===== src/rtl/serial_full_subtractor_if.sv =====
`default_nettype none
// ============================================================================
//  Module   : serial_full_subtractor_if
//  Purpose  : Operand / result valid-ready bundle for the bit-serial subtractor.
//             OVF exists only when SERIAL_SUB_OVF_EN is defined.
//  Revision : 1.0  initial release
// ============================================================================
interface serial_full_subtractor_if #(
    parameter int WIDTH = 8
);
    logic             in_valid;
    logic             in_ready;
    logic [WIDTH-1:0] A;
    logic [WIDTH-1:0] B;
    logic             B_in;
    logic             out_valid;
    logic             out_ready;
    logic [WIDTH-1:0] D;
    logic             B_out;
`ifdef SERIAL_SUB_OVF_EN
    logic             OVF;
`endif

    modport master (
        output in_valid, A, B, B_in, out_ready,
        input  in_ready, out_valid, D, B_out
`ifdef SERIAL_SUB_OVF_EN
        , input OVF
`endif
    );

    modport slave (
        input  in_valid, A, B, B_in, out_ready,
        output in_ready, out_valid, D, B_out
`ifdef SERIAL_SUB_OVF_EN
        , output OVF
`endif
    );
endinterface
`default_nettype wire


===== src/rtl/serial_full_subtractor.sv =====
`default_nettype none
// ============================================================================
//  Module   : serial_full_subtractor
//  Purpose  : One-bit-per-clock WIDTH-bit subtractor (A - B - B_in), LSB first.
//             Optional signed overflow flag under macro SERIAL_SUB_OVF_EN.
//  Revision : 1.0  initial release
// ============================================================================
module serial_full_subtractor #(
    parameter int WIDTH = 8
) (
    input wire logic               clk,
    input wire logic               rst,
    serial_full_subtractor_if.slave bus
);
    localparam int CNT_W = $clog2(WIDTH);

    typedef enum logic [1:0] {
        S_IDLE  = 2'd0,
        S_SHIFT = 2'd1,
        S_DONE  = 2'd2
    } state_t;

    state_t             r_state_q,     w_state_d;
    logic [WIDTH-1:0]   r_a_q,         w_a_d;
    logic [WIDTH-1:0]   r_b_q,         w_b_d;
    logic [WIDTH-1:0]   r_d_q,         w_d_d;
    logic [CNT_W-1:0]   r_cnt_q,       w_cnt_d;
    logic               r_borrow_q,    w_borrow_d;
    logic               r_bout_q,      w_bout_d;
    logic               r_in_ready_q,  w_in_ready_d;
    logic               r_out_valid_q, w_out_valid_d;
    logic               r_ovf_q,       w_ovf_d;

    logic               w_a_bit;
    logic               w_b_bit;
    logic               w_diff;
    logic               w_cell_bout;

    // Operands shift right, so bit 0 always holds the bit at index r_cnt_q.
    assign w_a_bit     = r_a_q[0];
    assign w_b_bit     = r_b_q[0];
    assign w_diff      = w_a_bit ^ w_b_bit ^ r_borrow_q;
    assign w_cell_bout = (~w_a_bit & w_b_bit) | (~(w_a_bit ^ w_b_bit) & r_borrow_q);

    always_comb begin
        w_state_d  = r_state_q;
        w_a_d      = r_a_q;
        w_b_d      = r_b_q;
        w_d_d      = r_d_q;
        w_cnt_d    = r_cnt_q;
        w_borrow_d = r_borrow_q;
        w_bout_d   = r_bout_q;
        w_ovf_d    = r_ovf_q;

        case (r_state_q)
            S_IDLE: begin
                if (bus.in_valid) begin
                    w_a_d      = bus.A;
                    w_b_d      = bus.B;
                    w_borrow_d = bus.B_in;
                    w_cnt_d    = '0;
                    w_state_d  = S_SHIFT;
                end
            end
            S_SHIFT: begin
                w_a_d          = r_a_q >> 1;
                w_b_d          = r_b_q >> 1;
                w_d_d[r_cnt_q] = w_diff;
                w_borrow_d     = w_cell_bout;
                w_cnt_d        = r_cnt_q + CNT_W'(1);
                if (r_cnt_q == CNT_W'(WIDTH - 1)) begin
                    w_cnt_d   = '0;
                    w_bout_d  = w_cell_bout;
                    // On the last cycle bit 0 of each operand register is its MSB.
                    w_ovf_d   = (w_a_bit != w_b_bit) && (w_diff != w_a_bit);
                    w_state_d = S_DONE;
                end
            end
            S_DONE: begin
                if (bus.out_ready) begin
                    w_state_d = S_IDLE;
                end
            end
            default: begin
                w_state_d = S_IDLE;
            end
        endcase

        w_in_ready_d  = (w_state_d == S_IDLE);
        w_out_valid_d = (w_state_d == S_DONE);
    end

    always_ff @(posedge clk) begin
        if (rst) begin
            r_state_q     <= S_IDLE;
            r_a_q         <= '0;
            r_b_q         <= '0;
            r_d_q         <= '0;
            r_cnt_q       <= '0;
            r_borrow_q    <= 1'b0;
            r_bout_q      <= 1'b0;
            r_ovf_q       <= 1'b0;
            r_in_ready_q  <= 1'b1;
            r_out_valid_q <= 1'b0;
        end else begin
            r_state_q     <= w_state_d;
            r_a_q         <= w_a_d;
            r_b_q         <= w_b_d;
            r_d_q         <= w_d_d;
            r_cnt_q       <= w_cnt_d;
            r_borrow_q    <= w_borrow_d;
            r_bout_q      <= w_bout_d;
            r_ovf_q       <= w_ovf_d;
            r_in_ready_q  <= w_in_ready_d;
            r_out_valid_q <= w_out_valid_d;
        end
    end

    assign bus.in_ready  = r_in_ready_q;
    assign bus.out_valid = r_out_valid_q;
    assign bus.D         = r_d_q;
    assign bus.B_out     = r_bout_q;

`ifdef SERIAL_SUB_OVF_EN
    assign bus.OVF = r_ovf_q;
`else
    logic w_ovf_unused;
    assign w_ovf_unused = r_ovf_q;
`endif
endmodule
`default_nettype wire


===== src/flat_wrapper.sv =====
// flat-port wrapper written by rule: the top's interface ports become plain ports
module serial_full_subtractor_flat 
#(
    parameter int WIDTH = 8
)
  (clk, rst, bus_in_valid, bus_A, bus_B, bus_B_in, bus_out_ready, bus_in_ready, bus_out_valid, bus_D, bus_B_out);
  serial_full_subtractor_if #(.WIDTH(WIDTH)) bus_i ();
  input wire logic clk;
  input wire logic rst;
  input wire logic [$bits(bus_i.in_valid)-1:0] bus_in_valid;
  input wire logic [$bits(bus_i.A)-1:0] bus_A;
  input wire logic [$bits(bus_i.B)-1:0] bus_B;
  input wire logic [$bits(bus_i.B_in)-1:0] bus_B_in;
  input wire logic [$bits(bus_i.out_ready)-1:0] bus_out_ready;
  output wire logic [$bits(bus_i.in_ready)-1:0] bus_in_ready;
  output wire logic [$bits(bus_i.out_valid)-1:0] bus_out_valid;
  output wire logic [$bits(bus_i.D)-1:0] bus_D;
  output wire logic [$bits(bus_i.B_out)-1:0] bus_B_out;
  assign bus_i.in_valid = bus_in_valid;
  assign bus_i.A = bus_A;
  assign bus_i.B = bus_B;
  assign bus_i.B_in = bus_B_in;
  assign bus_i.out_ready = bus_out_ready;
  assign bus_in_ready = bus_i.in_ready;
  assign bus_out_valid = bus_i.out_valid;
  assign bus_D = bus_i.D;
  assign bus_B_out = bus_i.B_out;
  serial_full_subtractor #(.WIDTH(WIDTH)) u_core (.clk(clk), .rst(rst), .bus(bus_i));
endmodule

===== config.mk =====
export PLATFORM = sky130hd
export DESIGN_NAME = serial_full_subtractor_flat
export DESIGN_NICKNAME = d
export VERILOG_FILES = /design/src/rtl/serial_full_subtractor_if.sv /design/src/rtl/serial_full_subtractor.sv /design/src/flat_wrapper.sv
export SDC_FILE = /design/constraint.sdc
export NUM_CORES = 1
export LEC_CHECK = 0
export BUFFER_PORTS_ARGS = -buffer_cell sky130_fd_sc_hd__buf_4
export CAP_MARGIN = 20
export CELL_PAD_IN_SITES_DETAIL_PLACEMENT = 1
export CELL_PAD_IN_SITES_GLOBAL_PLACEMENT = 2
export CORE_UTILIZATION = 36
export DETAILED_ROUTE_END_ITERATION = 16
export PLACE_DENSITY = 0.88
export SETUP_SLACK_MARGIN = 0.5
export SYNTH_ARGS = -nofsm -noshare
export SYNTH_HDL_FRONTEND = slang
export SYNTH_SLANG_ARGS = --single-unit

===== constraint.sdc =====
create_clock -name clk -period 4.29 [get_ports clk]
set_clock_uncertainty 0.15 [all_clocks]
set_input_delay 1.0725 -clock clk [delete_from_list [all_inputs] [get_ports clk]]
set_output_delay 1.0725 -clock clk [all_outputs]
set_load 0.01 [all_outputs]

==> reports/results.tsv <==
metric	value	unit
antenna-violating nets left	0	
Synth Flop Type	dfxtp_1	
endpoint class of the critical path	register	
post-synth net total	166	
max-slew violations	0	
vias in the first global route	1234	
gr ovfl total	0	
Synth top cells by count	dfxtp_1 (33), nor2_1 (21), mux2i_1 (14)	
Logic pwr share	0.146	
Clock Latency Late Sink	0.29	ns
area grow syn2layout	19.5	%
initial drt markers	52	
I/O Buffers	31	
top cell type by total area after synthesis	dfxtp_1	
synthesized instance count	142	
fill cell count	456	
TritonCTS buffer count	5	
hold-fix buffers at CTS	0	
global-route wire length before repair	5.40	mm
Min-Delay Path Depth	2	
async set or reset register ratio after synthesis	0	
Critical Path RT	4.34	ns
worst r2r src	u_core.r_state_q[0]	
num rows	23	
crit start category	input port	
H-tree depth	2	
Total GRT Usage	0.168	
worst r2r path cells	4	
global placer's final weighted congestion	0.671	
minimum clock period	2.02	ns
post-CTS setup buffers	0	
TritonCTS clock tree	done	
clk sinks	33	
antenna diode count	0	
status	completed	
Clock power frac	0.342	
register bit count reported by yosys	33	
CTS root buffer	clkbuf_8	
initial core utilization	0.375	
initial antenna violation count	0	
# nets final	192	
number of synthesized flops with an enable pin	0	
worst min-delay path category	register to register	
Mapped Area	1500	um^2
final HPWL from detailed placement	2.30	mm
cts repair resizes	0	
Power Internal	0.485	mW
Worst Path Arrival	2.08	ns
Synth area leaders	dfxtp_1 (44%), mux2i_1 (9.3%), a211oi_2 (8.3%)	
Max-Cap Viols	0	
Post-DP Area	1710	um^2
Seq. cell area	661	um^2
Reg2Reg Setup Slack	2.43	ns
Tcrit/Tclk final	0.472	
sequential share of power	0.512	
DR WL/cell	14.8	um
Post-Route WL	3.24	mm
Rel. slew slack	0.551	
Die Wd	66.6	um
FF-to-FF End	u_core.r_b_q[2]	
Die ar.	4430	um^2
Setup CP Type	input port to register	
core area	4000	um^2
Psw	0.170	mW
CP Max Fanout	29	
Final Cell Area	1790	um^2
# setup viols final	0	
top-area cell type share of the netlist area	0.440	
fin cells	219	
Hold Startpoint	u_core.bus.B_out	
vias per inst	5.44	
Die Height	66.6	um
sequential fraction of the synthesis area	0.440	
Yosys warning total	0	
count leader, synth	dfxtp_1	
Clock transition at path regs	0.06	ns
syn avg cell area	10.6	um^2
Worst Hold End	u_core.bus.B_out	
setup_tns	0	ns
Sw Share	0.259	
DRC viols	0	
Pre-antenna DRT Iters	4	
RSZ-0062 raised after global routing	false	
pin count of the biggest net entering global routing	34	
clk buf depth	2	
multi-input logic area	742	um^2
Ports	32	
Worst-Margin Slew	0.673	ns
Placed Instances	211	
Peak VDD IR	0.176	mV
Fin. Hold Viols	0	
synth unique cells	29	
DR vias	1192	
highest clock rate	0.494	GHz
layout cells sized above 1	0.296	
Cell Pwr Density	365	nW/um^2
static leakage	0.720	nW
[final cells by class]
class                      count  area share
clock buffer                   8      0.0447
inverter                       2     0.00419
multi-input combinational     94       0.414
sequential                    33       0.368
tap                           50      0.0349
timing repair buffer          32       0.134
[layout by cell type (no fill, tap or decap), drive strengths merged, types with 2 or more instances in the layout]
cell,Yosys,final
a211oi,15,15
a21oi,12,12
a22oi,5,5
a311oi,8,8
and4bb,2,2
buf,9,32
clkbuf,4,8
dfxtp,33,33
ha,2,2
inv,2,2
mux2i,14,14
nor2,21,21
or3b,2,2
[sequential cells by signal (all words and copies together), names as in the netlist]
signal and count:
u_core.bus.D 8, u_core.r_b_q 8, u_core.r_borrow_q 1, u_core.bus.B_out 1
u_core.bus.out_valid 1, u_core.r_cnt_q 3, u_core.r_a_q 8, u_core.r_state_q 2
u_core.bus.in_ready 1
[power by group through the flow]
stage,clock network [mW],logic [mW],registers (mW)
2_1_floorplan,0,0.0703,0.340
3_3_place_gp,0,0.0923,0.341
3_5_place_dp,0,0.0974,0.342
4_1_cts,0.235,0.0979,0.335
5_1_grt,0.247,0.106,0.337
6_report,0.224,0.0958,0.335
[routing by layer]
layer	global-route usage	share of wire
met3	0.0651	0.048
met1	0.165	0.41
met2	0.306	0.52
met5	0	0
met4	0.0798	0.019
[how the worst max path moves through the flow]
stage / startpoint / to
floorplan: rst / u_core.r_b_q[5]
global placement: bus_in_valid / u_core.r_b_q[0]
detailed placement: bus_in_valid / u_core.r_b_q[2]
CTS: bus_in_valid / u_core.r_b_q[2]
global route: bus_in_valid / u_core.r_b_q[5]
finish: bus_in_valid / u_core.r_b_q[2]
[cell families after synthesis]
logic type | share of synthesized area
AOI/OAI and AO/OA | 0.239
adders and majority gates | 0.0300
buffers and inverters | 0.0650
DFF | 0.440
muxes | 0.0934
and+or+nand+nor | 0.132
[metrics by stage]
step	worst slack, ns	util	power, mW	hold slack [ns]
floorplan	2.27	-	0.411	0.318
global placement	2.02	0.428	0.433	0.299
detailed placement	1.96	0.428	0.440	0.309
CTS	2.26	0.448	0.668	0.321
global route	2.13	0.448	0.690	0.349
finish	2.27	0.448	0.655	0.314
[worst max-delay path: stages]
cell and delay (ns):
buf_4 0.10, o21ba_2 0.56, nor2_1 0.12, a211oi_2 0.21
Note: power is estimated with default switching activity, not from simulation.
